--- src/rtl/led_stream_decoder.sv ---
// Double-buffered LED matrix stream decoder: captures a multiplexed pixel stream
// into a write buffer, swaps it to display each frame, and row-scans the display buffer.
module led_stream_decoder #(
   parameter int FRAME_CYCLES = 256128,
   parameter int SCAN_DIV     = 2000
) (
   input  logic       CLK,
   input  logic       RSTn,
   input  logic [9:0] LEDin,
   output logic [3:0] ROW_SEL,
   output logic [7:0] COL_R,
   output logic [7:0] COL_G,
   output logic       FRAME_DONE,
   output logic [2:0] BALL_X,
   output logic [3:0] BALL_Y,
   output logic       BALL_VALID
);

   localparam int FW = (FRAME_CYCLES > 1) ? $clog2(FRAME_CYCLES) : 1;
   localparam int SW = (SCAN_DIV > 1) ? $clog2(SCAN_DIV) : 1;
   localparam logic [FW-1:0] FRAME_LAST = FW'(FRAME_CYCLES - 1);
   localparam logic [SW-1:0] SCAN_LAST  = SW'(SCAN_DIV - 1);

   logic [FW-1:0]     frame_cnt;
   logic [SW-1:0]     scan_cnt;
   logic [15:0][7:0]  wr_r, wr_g, dsp_r, dsp_g;
   logic [15:0][7:0]  wr_r_nx, wr_g_nx;
   logic [2:0]        ball_lx, ball_lx_nx;
   logic [3:0]        ball_ly, ball_ly_nx;
   logic              ball_seen, ball_seen_nx;
   logic              terminal;
   logic [3:0]        cap_row;
   logic [2:0]        cap_col;
   logic              led_unused;

   assign cap_row    = LEDin[6:3];
   assign cap_col    = LEDin[2:0];
   assign led_unused = LEDin[7];
   assign terminal   = (frame_cnt == FRAME_LAST);

   // Capture is resolved combinationally so the terminal-cycle pixel lands in the swapped frame.
   always_comb begin
      wr_r_nx      = wr_r;
      wr_g_nx      = wr_g;
      ball_lx_nx   = ball_lx;
      ball_ly_nx   = ball_ly;
      ball_seen_nx = ball_seen;
      if (LEDin[9]) wr_r_nx[cap_row][cap_col] = 1'b1;
      if (LEDin[8]) wr_g_nx[cap_row][cap_col] = 1'b1;
      if (LEDin[9:8] == 2'b01) begin
         ball_lx_nx   = cap_col;
         ball_ly_nx   = cap_row;
         ball_seen_nx = 1'b1;
      end
   end

   always_ff @(posedge CLK) begin
      if (!RSTn) begin
         frame_cnt  <= '0;
         wr_r       <= '0;
         wr_g       <= '0;
         dsp_r      <= '0;
         dsp_g      <= '0;
         ball_lx    <= '0;
         ball_ly    <= '0;
         ball_seen  <= 1'b0;
         FRAME_DONE <= 1'b0;
         BALL_X     <= '0;
         BALL_Y     <= '0;
         BALL_VALID <= 1'b0;
      end else begin
         frame_cnt  <= terminal ? '0 : frame_cnt + FW'(1);
         FRAME_DONE <= terminal;
         ball_lx    <= ball_lx_nx;
         ball_ly    <= ball_ly_nx;
         if (terminal) begin
            dsp_r      <= wr_r_nx;
            dsp_g      <= wr_g_nx;
            wr_r       <= '0;
            wr_g       <= '0;
            ball_seen  <= 1'b0;
            BALL_VALID <= ball_seen_nx;
            if (ball_seen_nx) begin
               BALL_X <= ball_lx_nx;
               BALL_Y <= ball_ly_nx;
            end
         end else begin
            wr_r      <= wr_r_nx;
            wr_g      <= wr_g_nx;
            ball_seen <= ball_seen_nx;
         end
      end
   end

   always_ff @(posedge CLK) begin
      if (!RSTn) begin
         scan_cnt <= '0;
         ROW_SEL  <= '0;
      end else if (scan_cnt == SCAN_LAST) begin
         scan_cnt <= '0;
         ROW_SEL  <= ROW_SEL + 4'd1;
      end else begin
         scan_cnt <= scan_cnt + SW'(1);
      end
   end

   always_comb begin
      COL_R = dsp_r[ROW_SEL];
      COL_G = dsp_g[ROW_SEL];
   end

endmodule

--- config.mk ---
export PLATFORM = sky130hd
export DESIGN_NAME = led_stream_decoder
export DESIGN_NICKNAME = d
export VERILOG_FILES = /design/src/rtl/led_stream_decoder.sv
export SDC_FILE = /design/constraint.sdc
export NUM_CORES = 1
export LEC_CHECK = 0
export CAP_MARGIN = 25
export CORE_UTILIZATION = 50
export CTS_CLUSTER_DIAMETER = 200
export DETAILED_ROUTE_END_ITERATION = 7
export PLACE_DENSITY = 0.66
export SYNTH_ARGS = -nofsm -noshare
export SYNTH_HDL_FRONTEND = slang
export SYNTH_SLANG_ARGS = --single-unit
--- constraint.sdc ---
create_clock -name CLK -period 7 [get_ports CLK]
set_input_delay 1.4 -clock CLK [delete_from_list [all_inputs] [get_ports CLK]]
set_output_delay 1.4 -clock CLK [all_outputs]
set_load 0.05 [all_outputs]
==> impl_metrics.yaml, run 1 <==
finish:
  layout_commonest_cell: "dfxtp_1"
  drive_above_1_share: 0.104
  area_growth_pct: 12.9
  final_cell_mix: "dfxtp_1 (560), nor2_1 (310), a21oi_1 (261)"
  stdcell_area_mm2: 0.0223
  final_nets: 1882
power:
  power_per_cell_area_mw_per_mm2: 279
  vdd_drop_max_uv: 153
  power_leakage_nw: 7.63
die:
  io_pins: 41
  die_h_um: 201
  initial_core_util: 0.509
  rows: 72
  coreArea_mm2: 0.0388
  dieWidth_um: 201
  die_area_mm2: 0.0403
detailed_routing:
  vias: 14100
  drc_errors: 0
  met3_wirelength_mm: 3.01
  wire_per_inst_um: 20.1
  met1_length_mm: 22.7
  drtPass1Iterations: 5
  drt-initial-drc-count: 1097
  viasPerCell: 5.83
  top_layer_used: "met4"
  antenna_left: 0
  dr_wl_met2_mm: 22.1
  wl_mm: 48.8
clock_tree:
  htreeDepth: 2
  holdBufCountCts: 0
  cts_made_buffers: 55
  clkLatencyLatePin_ns: 0.58
  cts_max_path_buffers: 3
  cts_setup_buffers: 0
  clkSinkCount: 562
  cts_tree: "done"
  clkTransAtPathRegs_ns: 0.06
  cts-root-buf: "clkbuf_16"
  cts.repair.resized: 0
global_routing:
  overflow: 0
  grt_pass1_vias: 13700
  antenna_found_initial: 0
  grt_max_degree: 170
  grt_pass1_wl_mm: 76.7
  track_usage: 0.239
place:
  gp_congestion: 0.788
  dp_hpwl_mm: 26.8
  place_area_mm2: 0.0205
  portBuffers: 39
timing:
  rsz0062_at_grt: "false"
  max_freq_ghz: 0.184
  finalSetupViolCount: 0
  fin_skew_ns: 0.0174
  drv_slew: 0
  tns_ns: 0
  fin_crit_ns: 5.43
  slew_headroom: 0.288
  period_share: 0.776
  hold_violations: 0
  worstMarginPinSlew_ns: 1.07
worst_setup_path:
  cpMostUsedCell: "buf_4"
  end_kind: "output pin"
  criticalPathCategory: "reg -> out"
  critPathLaunchType: "flip-flop"
  max_stage_delay_ns: 0.74
  cp_max_fo: 22
  crit_arrival_ns: 4.03
  cp.required_ns: 5.60
  critPathTopFamily: "buffers and inverters"
  crit_buf_inv: 3
  path_cells: "buf_4 -> nor2b_2 -> buf_4 -> a221oi_1 -> o21ai_0 -> nand2_1 -> clkdlybuf4s50_1"
  crit_slowest_cell: "clkdlybuf4s50_1"
  r2r_setup_slack_ns: 4.01
yosys:
  yosysWarnings: 0
  synth_top_family_by_area: "compound AO/OA/AOI/OAI gates"
  syn-cell-area_mm2: 0.0197
  synthAdderAreaFrac: 0.00190
  synthCells: 1872
  synth-simple-area-share: 0.0907
  post_synth_num_cell_types: 42
  synth_compound_area_frac: 0.207
  ys_seq_area_frac: 0.570
  synth-xor-area-share: 0.00976
  synth.mux.area_fraction: 0.0770
  syn_avg_cell_area_um2: 10.5
  ys_ff_latch: 562
  synth_nets: 1887
run_status:
  outcome: "finished, final reports clean"
worst_hold_path:
  hp-class: "reg -> reg"
job:
  cap_violations: 0
## registers in the layout, indices dropped and copies added (netlist names), 3 cells and up
register and count:
BALL_X 3, BALL_Y 4, ROW_SEL 4, ball_lx 3
ball_ly 4, dsp_g 128, dsp_r 128, frame_cnt 18
scan_cnt 11, wr_g 128, wr_r 128
## per-layer routing
layer	vias up	GRT usage
met1	6967	0.334
met3	73	0.0479
met4	0	0.0643
met2	334	0.378
met5	-	0
li1	6774	-
## worst paths after layout
path                                   start      endpoint  cells past startpoint
worst max register to register  frame_cnt[6]     wr_r[117]                      6
worst min register to register  frame_cnt[0]  frame_cnt[0]                      1
worst min-delay path            frame_cnt[0]  frame_cnt[0]                      1
worst max-delay path              ROW_SEL[2]      COL_G[0]                      7
## final cells by class
| cell class | count | area (µm²) |
|---|---|---|
| inverter | 8 | 30.0 |
| clock buffer | 83 | 1640 |
| clock inverter | 16 | 124 |
| timing repair buffer | 92 | 897 |
| fill | 3306 | 16500 |
| antenna | 1 | 2.50 |
| multi-input combinational | 1148 | 7700 |
| sequential | 562 | 11300 |
| tap | 518 | 648 |
## synthesized netlist by cell type
cell type,count,area (µm²)
xor2_1,11,96.3
and4_1,2,17.5
inv_1,7,26.3
a21oi_1,261,1310
buf_6,23,259
nor3_1,14,70.1
dfxtp_1,562,11300
clkbuf_1,63,236
nand3_1,11,55.1
nand3_2,1,10.0
and2_1,11,68.8
or4b_4,1,13.8
nand4_1,8,50.1
o21ai_0,19,95.1
buf_2,65,325
a31oi_1,1,6.26
mux4_2,32,721
ha_1,3,37.5
or3_1,3,18.8
a22oi_1,16,120
xnor2_1,11,96.3
a22o_1,1,8.76
or4_1,2,15.0
nor2b_1,2,12.5
nand2_1,31,116
and3_1,5,31.3
mux2_2,7,78.8
nor4_1,4,25.0
or3b_2,2,17.5
a221oi_1,32,280
clkinv_1,1,3.75
a21oi_2,1,8.76
mux2i_1,72,721
a21o_1,1,7.51
nor4_4,1,21.3
o2bb2ai_1,256,2240
buf_1,3,11.3
nor4bb_1,1,10.0
o31ai_1,2,15.0
nand2b_1,9,56.3
nand3b_1,1,7.51
nor2_1,313,1170
## kinds of logic (layout without fill, tap and decap cells)
logic type               count (synthesis)  after routing
AO/OA/AOI/OAI                          590            590
buffers and inverters                  162            199
XOR/XNOR                                22             22
AND/OR/NAND/NOR                        422            422
multiplexers                           111            111
adder cells (fa/ha/maj)                  3              3
other                                    0              1
flip-flops                             562            562
## metrics by stage
step	total power [W]	std cells	hold slack (ns)	worst slack (ns)	utilization
floorplan	0.00338	1872	0.413	3.12	-
global route	0.00641	2427	0.465	1.47	0.574
CTS	0.00627	2424	0.445	1.62	0.573
detailed placement	0.00344	2325	0.431	2.22	0.528
global placement	0.00344	2316	0.423	2.23	0.525
finish	0.00622	2428	0.445	1.57	0.574
## report_power, final
part           switching [W]  leakage, nW  internal (W)
clock network        0.00119        0.883       0.00165
logic               0.000123         2.22     0.0000349
registers         0.00000511         4.53       0.00321
Power figures use the tool's default switching activity.
==> run 2: changes to the inputs <==
- clock period: 7 -> 5.35 ns (I/O delays scaled with it)
==> run 2 against run 1 <==
Hold slack improved by 0.0044 ns; via count up 1.1%; largest power group unchanged; die area unchanged; final cell count up 0.12%; design area up 0.94%; sequential share of layout area shrank 0.47 points.
==> impl_metrics.yaml, run 2 (synthesis results as in run 1) <==
die:
  initial_core_util: 0.509
  die_area_mm2: 0.0403
  dieWidth_um: 201
  die_h_um: 201
  coreArea_mm2: 0.0388
  io_pins: 41
  rows: 72
timing:
  max_freq_ghz: 0.211
  drv_slew: 0
  rsz0062_at_grt: "false"
  finalSetupViolCount: 0
  hold_violations: 0
  slew_headroom: 0.311
  tns_ns: 0
  fin_skew_ns: 0.0138
  setup_ws_ns: 0.606
  period_share: 0.887
  fin_crit_ns: 4.74
  worstMarginPinSlew_ns: 1.03
place:
  dp.cells: 2330
  pre_cts_ws_ns: 1.22
  portBuffers: 39
  place_area_mm2: 0.0206
  dp_hpwl_mm: 27.5
  gp_congestion: 0.789
finish:
  multi_input_area_mm2: 0.00772
  finalNonFillerCells: 2431
  area_growth_pct: 14.0
  fin_util: 0.580
  layout_commonest_cell: "dfxtp_1"
  diodes: 0
  regArea_mm2: 0.0113
  fillers: 3299
  final_nets: 1884
  drive_above_1_share: 0.109
  final_cell_mix: "dfxtp_1 (560), nor2_1 (310), a21oi_1 (261)"
  stdcell_area_mm2: 0.0225
worst_setup_path:
  path_cells: "buf_4 -> nor2b_2 -> buf_4 -> a221oi_1 -> o21ai_0 -> nand2_1 -> clkdlybuf4s50_1"
  end_kind: "output pin"
  criticalPathCategory: "reg -> out"
  cp_max_fo: 20
  max_stage_delay_ns: 0.86
  crit_slowest_cell: "nor2b_2"
  cpMostUsedCell: "buf_4"
  critPathLaunchType: "flip-flop"
  cp.required_ns: 4.28
  crit_arrival_ns: 3.67
global_routing:
  grt_max_degree: 99
  overflow: 0
  grt_pass1_wl_mm: 78.4
  antenna_found_initial: 1
  track_usage: 0.244
  grt_pass1_vias: 13900
clock_tree:
  htreeDepth: 2
  cts.repair.resized: 0
  cts_tree: "done"
  clkTransAtPathRegs_ns: 0.06
  cts_max_path_buffers: 3
  holdBufCountCts: 0
  cts-root-buf: "clkbuf_16"
  clkLatencyLatePin_ns: 0.58
  cts_setup_buffers: 0
  clkSinkCount: 562
  cts_made_buffers: 54
detailed_routing:
  drt-initial-drc-count: 1187
  wl_mm: 49.9
  viasPerCell: 5.89
  drtPass1Iterations: 5
  wire_per_inst_um: 20.5
  vias: 14300
  drc_errors: 0
  antenna_left: 0
power:
  net-switching-power_w: 0.00175
  p_int_w: 0.00669
  clockPowerShare: 0.477
  power_per_cell_area_mw_per_mm2: 375
  vdd_drop_max_uv: 201
  p_sw_frac: 0.207
  power_leakage_nw: 7.72
  p_seq_frac: 0.498
  pwr-share-comb: 0.025
job:
  cap_violations: 0
run_status:
  outcome: "finished, final reports clean"
worst_hold_path:
  hp-class: "reg -> reg"
-- run 2: changes by cell type in the layout (fill, tap and decap cells not counted), moves of 2 or more --
cell and delta:
inv_6 -2, nor2_4 +3, clkbuf_1 -6, bufinv_16 +5, nor2_2 -3, clkinvlp_4 +2
buf_4 +5, clkbuf_8 +2, buf_6 -4, buf_12 +2
-- run 2: critical path: cells and delay by family, from the launching register on --
family,cells,cell delay [ns]
buf+inv,3,1.46
simple gates,2,0.98
compound gates,2,0.34
flops,1,0.32
-- run 2: final timing paths --
check / from / endpoint / slack (ns) / depth (start not counted)
max: ROW_SEL[2] / COL_R[0] / 0.61 / 7
min reg2reg: frame_cnt[0] / frame_cnt[0] / 0.45 / 1
min: frame_cnt[0] / frame_cnt[0] / 0.45 / 1
max reg2reg: frame_cnt[6] / wr_g[125] / 2.38 / 5
-- run 2: layout make-up --
cell class,instances,area share
flip-flops and latches,562,0.500
clock buffers,80,0.0743
repair buffers,95,0.0413
clock inverters,20,0.0115
multi-input cells,1148,0.343
inverters,8,0.00133
well taps,518,0.0288
-- run 2: stage by stage --
stage	hold slack, ns	power (W)
CTS	0.452	0.00850
global placement	0.423	0.00450
finish	0.450	0.00844
floorplan	0.413	0.00442
global route	0.465	0.00870
detailed placement	0.438	0.00451
-- run 2: power by group through the flow --
stage,Clock [W],Sequential [W],Combinational (W)
after detailed placement,0,0.00430,0.000207
after global routing,0.00427,0.00420,0.000224
after CTS,0.00408,0.00421,0.000209
after floorplan,0,0.00430,0.000121
after global placement,0,0.00430,0.000205
final,0.00403,0.00421,0.000211
-- run 2: metal layers --
metal	wire length [µm]	track usage	share of wire
met5	0	0	0
met4	1260	0.0750	0.025
met3	2670	0.0344	0.054
met1	23300	0.346	0.47
met2	22700	0.387	0.45
